===== src/rtl/instr_reg_decode_pkg.sv =====
// Shared constants for the multicycle MIPS instruction register: extension-unit opcodes,
// instruction opcodes and fetch FSM state encodings.
package instr_reg_decode_pkg;

  localparam logic [1:0] EXTOP_UNSIGNED = 2'b00;
  localparam logic [1:0] EXTOP_SIGNED   = 2'b01;
  localparam logic [1:0] EXTOP_INST     = 2'b10;

  localparam logic [5:0] OP_RTYPE = 6'b000000;
  localparam logic [5:0] OP_J     = 6'b000010;
  localparam logic [5:0] OP_JAL   = 6'b000011;
  localparam logic [5:0] OP_BEQ   = 6'b000100;
  localparam logic [5:0] OP_BNE   = 6'b000101;
  localparam logic [5:0] OP_ADDI  = 6'b001000;
  localparam logic [5:0] OP_ADDIU = 6'b001001;
  localparam logic [5:0] OP_SLTI  = 6'b001010;
  localparam logic [5:0] OP_SLTIU = 6'b001011;
  localparam logic [5:0] OP_ANDI  = 6'b001100;
  localparam logic [5:0] OP_ORI   = 6'b001101;
  localparam logic [5:0] OP_XORI  = 6'b001110;
  localparam logic [5:0] OP_LUI   = 6'b001111;
  localparam logic [5:0] OP_LW    = 6'b100011;
  localparam logic [5:0] OP_SW    = 6'b101011;

  typedef enum logic [1:0] {
    StIdle = 2'd0,
    StReq  = 2'd1,
    StHold = 2'd2
  } fetch_state_e;

endpackage


===== src/rtl/instr_reg_decode_ext_op_decode.sv =====
// Opcode to extension-unit control decode; also flags opcodes outside the supported set.
module instr_reg_decode_ext_op_decode
  import instr_reg_decode_pkg::*;
(
  input  logic [5:0] opcode,
  output logic [1:0] ext_op,
  output logic       illegal
);

  always_comb begin
    ext_op  = EXTOP_UNSIGNED;
    illegal = 1'b0;
    unique case (opcode)
      OP_ADDI, OP_ADDIU, OP_SLTI, OP_SLTIU, OP_LW, OP_SW, OP_BEQ, OP_BNE:
        ext_op = EXTOP_SIGNED;
      OP_ANDI, OP_ORI, OP_XORI, OP_LUI:
        ext_op = EXTOP_UNSIGNED;
      OP_RTYPE, OP_J, OP_JAL:
        ext_op = EXTOP_INST;
      default: begin
        ext_op  = EXTOP_UNSIGNED;
        illegal = 1'b1;
      end
    endcase
  end

endmodule


===== src/rtl/instr_reg_decode.sv =====
// Instruction register with req/ack fetch FSM and field split for the multicycle MIPS datapath.
// All outputs come from flops or from IR alone, so they are stable across the following negedge.
module instr_reg_decode
  import instr_reg_decode_pkg::*;
#(
  parameter int unsigned TIMEOUT     = 16,
  parameter logic [31:0] RESET_INSTR = 32'h0000_0000
) (
  input  logic        clk,
  input  logic        rst_n,
  input  logic        fetch_start,
  input  logic        flush,
  input  logic [31:0] pc,
  output logic        imem_req,
  output logic [31:0] imem_addr,
  input  logic        imem_ack,
  input  logic [31:0] imem_rdata,
  output logic        busy,
  output logic        ir_valid,
  output logic        fetch_err,
  output logic [31:0] instr,
  output logic [5:0]  opcode,
  output logic [4:0]  rs,
  output logic [4:0]  rt,
  output logic [4:0]  rd,
  output logic [4:0]  shamt,
  output logic [5:0]  funct,
  output logic [15:0] imm16,
  output logic [25:0] jaddr,
  output logic [1:0]  ext_op,
  output logic        illegal
);

  localparam int unsigned    CNT_W    = $clog2(TIMEOUT);
  localparam logic [CNT_W-1:0] CNT_LAST = CNT_W'(TIMEOUT - 1);

  fetch_state_e     state_q, state_d;
  logic [31:0]      addr_q, addr_d;
  logic [31:0]      ir_q, ir_d;
  logic [CNT_W-1:0] cnt_q, cnt_d;
  logic             ir_valid_q, ir_valid_d;
  logic             fetch_err_q, fetch_err_d;

  always_ff @(posedge clk or negedge rst_n) begin
    if (!rst_n) begin
      state_q     <= StIdle;
      addr_q      <= '0;
      ir_q        <= RESET_INSTR;
      cnt_q       <= '0;
      ir_valid_q  <= 1'b0;
      fetch_err_q <= 1'b0;
    end else begin
      state_q     <= state_d;
      addr_q      <= addr_d;
      ir_q        <= ir_d;
      cnt_q       <= cnt_d;
      ir_valid_q  <= ir_valid_d;
      fetch_err_q <= fetch_err_d;
    end
  end

  always_comb begin
    state_d     = state_q;
    addr_d      = addr_q;
    ir_d        = ir_q;
    cnt_d       = cnt_q;
    ir_valid_d  = ir_valid_q;
    fetch_err_d = 1'b0;
    if (flush) begin
      // Flush overrides any same-cycle fetch_start or ack; IR keeps its old word.
      state_d    = StIdle;
      ir_valid_d = 1'b0;
    end else begin
      unique case (state_q)
        StIdle, StHold: begin
          if (fetch_start) begin
            state_d    = StReq;
            addr_d     = pc;
            cnt_d      = '0;
            ir_valid_d = 1'b0;
          end
        end
        StReq: begin
          // An ack on the final count still completes the fetch.
          if (imem_ack) begin
            ir_d       = imem_rdata;
            ir_valid_d = 1'b1;
            state_d    = StHold;
          end else if (cnt_q == CNT_LAST) begin
            fetch_err_d = 1'b1;
            ir_valid_d  = 1'b0;
            state_d     = StIdle;
          end else begin
            cnt_d = cnt_q + 1'b1;
          end
        end
        default: state_d = StIdle;
      endcase
    end
  end

  assign imem_req  = (state_q == StReq);
  assign busy      = (state_q == StReq);
  assign imem_addr = addr_q;
  assign ir_valid  = ir_valid_q;
  assign fetch_err = fetch_err_q;

  assign instr  = ir_q;
  assign opcode = ir_q[31:26];
  assign rs     = ir_q[25:21];
  assign rt     = ir_q[20:16];
  assign rd     = ir_q[15:11];
  assign shamt  = ir_q[10:6];
  assign funct  = ir_q[5:0];
  assign imm16  = ir_q[15:0];
  assign jaddr  = ir_q[25:0];

  instr_reg_decode_ext_op_decode u_ext_op_decode (
    .opcode  (ir_q[31:26]),
    .ext_op  (ext_op),
    .illegal (illegal)
  );

endmodule


===== config.mk =====
export PLATFORM = sky130hd
export DESIGN_NAME = instr_reg_decode
export DESIGN_NICKNAME = d
export VERILOG_FILES = /design/src/rtl/instr_reg_decode_pkg.sv /design/src/rtl/instr_reg_decode_ext_op_decode.sv /design/src/rtl/instr_reg_decode.sv
export SDC_FILE = /design/constraint.sdc
export NUM_CORES = 1
export LEC_CHECK = 0
export ABC_AREA = 1
export CAP_MARGIN = 10
export CORE_UTILIZATION = 41
export DETAILED_ROUTE_END_ITERATION = 10
export PLACE_DENSITY_LB_ADDON = 0.12
export SYNTH_ARGS = -nofsm -noshare
export SYNTH_HDL_FRONTEND = slang
export SYNTH_HIERARCHICAL = 1
export SYNTH_SLANG_ARGS = --single-unit

===== constraint.sdc =====
create_clock -name clk -period 2 [get_ports clk]
set_input_delay 0.3 -clock clk [delete_from_list [all_inputs] [get_ports clk]]
set_output_delay 0.3 -clock clk [all_outputs]
set_load 0.02 [all_outputs]

==> reports/qor.yml <==
placed_design:
  place.detailed.hpwl_um: 6740
  place_inst: 659
  dpl_cell_area_um2: 5240
  portBuffers: 213
  gp_congestion: 0.854
setup_path:
  cp-start-kind: "flip-flop"
  path_class: "reg -> out"
  crit_path_end_kind: "output pin"
  crit_chain: "inv_1, nand2_2, inv_2, clkdlybuf4s50_1"
  critPathRequiredTime_ns: 1.70
  slowest_stage: "clkdlybuf4s50_1"
  critical-path-max-stage-delay_ns: 0.60
  critPathBufInv: 3
  arrival_ns: 1.60
  crit_family: "buffers and inverters"
  cp_max_fo: 7
detailed_routing:
  drt-total-wl_um: 8940
  drc: 0
  ant_nets: 0
  first_pass_iters: 4
  vias: 3060
  drt_iter0_drc: 116
  wire_per_inst_um: 13.2
  viasPerCell: 4.53
timing:
  setup-violations-final: 0
  fin_setup_tns_ns: 0
  period_minus_slack_ns: 1.90
  finalMaxSlewViolations: 0
  final.period_utilization_pct: 95.1
  hold_violations: 0
  tightest_slew_ns: 0.360
  slew_headroom_pct: 76.0
  skew_ns: 0.00962
  rsz0062_at_grt: "no"
  fmax_mhz: 526
global_routing:
  grt_pass1_vias: 2827
  grt.overflow.total: 0
  grt_pass1_wl_um: 13600
  grt_max_degree: 48
  antenna_found_initial: 0
  track_usage_pct: 19.8
power:
  total_power_mw: 6.47
  power.density_nw_per_um2: 1170
  p_leak_nw: 2.67
  worst_ir_drop_vdd_mv: 0.467
yosys:
  syn_inst: 426
  synth_edf_count: 0
  synthTopCellsByCount: "125 x nand2_1, 75 x buf_4, 72 x dfrtp_1"
  synth_top_area_share_pct: 50.2
  synth_top_area_cell: "dfrtp_1"
  synth_fp_nets: 496
  ys_seq_elements: 72
  async_reset_ff_share_pct: 100
  synth_cell_type_count: 19
  netlist_area_um2: 3590
  synth_flop_cell: "dfrtp_1"
  synth_area_leaders: "dfrtp_1 50%, buf_4 16%, nand2_1 13%"
  syn_avg_cell_area_um2: 8.43
  yosysMostFrequentCell: "nand2_1"
  yosys_warnings: 6
  yosysSeqAreaShare_pct: 50.2
clocking:
  numCtsBuffers: 9
  htreeDepth: 3
  cts_buffer_depth: 2
  clk_pin_slew_ns: 0.08
  clk_latency_ns: 0.33
  cts_sinks: 72
  clock-root-buffer: "clkbuf_8"
  cts_tree: "yes"
layout:
  design_area_um2: 5520
  drive_above_1_share_pct: 5.08
  final_nets: 636
  n_antenna_cell: 0
  area.growth.synth_to_final_pct: 53.8
  final_cells: 676
  utilization_pct: 66.2
floorplanning:
  std_cell_rows: 33
  start_util_pct: 43.0
  core_area_um2: 8340
  fp.dieH_um: 95.6
  pin_count: 214
  die_w_um: 95.6
  dieArea_um2: 9130
min_path:
  hold_class: "in -> async"
status:
  status: "finished clean"
run:
  max_cap_violations: 0
-- through the flow --
| step | setup WS [ns] | hold WS (ns) |
|---|---|---|
| global placement | 0.375 | 0.239 |
| CTS | 0.0608 | 0.415 |
| finish | 0.0974 | 0.408 |
| floorplan | 0.715 | 0.00441 |
| global route | 0.00418 | 0.449 |
| detailed placement | 0.319 | 0.241 |
-- state kept, by name, summed over array words and instances, names as in the netlist --
| register | count |
|---|---|
| cnt_q | 4 |
| ir_valid | 1 |
| fetch_err | 1 |
| instr | 32 |
| imem_addr | 32 |
| state_q | 2 |
-- layout by cell type (no fill, tap or decap) --
master,instances
buf_12,1
buf_4,7
bufinv_16,4
clkbuf_1,1
clkbuf_8,10
clkdlybuf4s50_1,208
clkinvlp_4,1
dfrtp_1,72
dlygate4sd2_1,3
dlygate4sd3_1,1
dlymetal6s2s_1,1
ha_1,1
inv_1,44
inv_2,1
nand2_1,125
nand2_2,2
nand3_1,43
nand3_2,1
nand4_1,2
nor2_1,7
nor2_2,2
nor4_1,1
o21ai_0,18
o21ai_1,14
xnor2_1,1
-- timing repair --
item,4_1_cts,5_1_grt
resized for setup,3,1
hold buffers,1,0
setup buffers,0,0
setup endpoints to repair,3,1
hold endpoints to repair,25,0
-- worst reg2reg max path, delay by kind of cell (launching register included) --
family / cells / cell delay [ns]
adders and majority gates: 1 / 0.25
DFF: 1 / 0.42
and+or+nand+nor: 5 / 0.70
-- worst paths after layout --
kind / startpoint / to / slack (ns) / cells past startpoint
worst max-delay path: state_q[1] / imem_req / 0.1 / 4
worst max register to register: cnt_q[0] / cnt_q[0] / 0.58 / 6
max in group asynchronous: rst_n / imem_addr[31] / 1.02 / 3
worst min-delay path: rst_n / imem_addr[25] / 0.41 / 2
worst min register to register: imem_addr[14] / imem_addr[14] / 0.47 / 2
min in group clk: imem_addr[14] / imem_addr[14] / 0.47 / 2
-- power by group --
group          switching [mW]  leakage (nW)  internal, mW
registers               0.289         0.909          1.74
clock network           0.532         0.130         0.990
logic                    1.48          1.63          1.43
-- layout make-up --
cell class	count	area [um2]
Tap cell	105	131
Clock inverter	5	128
Inverter	45	169
Timing Repair Buffer	221	2200
Sequential cell	72	1800
Clock buffer	11	141
Fill cell	702	2820
Multi-Input combinational cell	217	946
-- logic make-up after synthesis --
kind of cell | count (synthesis) | synth area share (%)
AOI/OAI and AO/OA | 32 | 4.46
xor gates and xnor gates | 1 | 0.244
adders and majority gates | 1 | 0.348
buffers and inverters | 137 | 23.5
DFF | 72 | 50.2
and+or+nand+nor | 183 | 21.3
-- per-layer routing --
metal / track usage [%] / vias to the layer above / share of wire [%]
met5: 0 / - / 0
met4: 6.97 / 0 / 1.4
met3: 6.46 / 8 / 8.7
met2: 33.6 / 131 / 50
met1: 23.4 / 1402 / 40
li1: - / 1519 / -
Power figures use the tool's default switching activity.
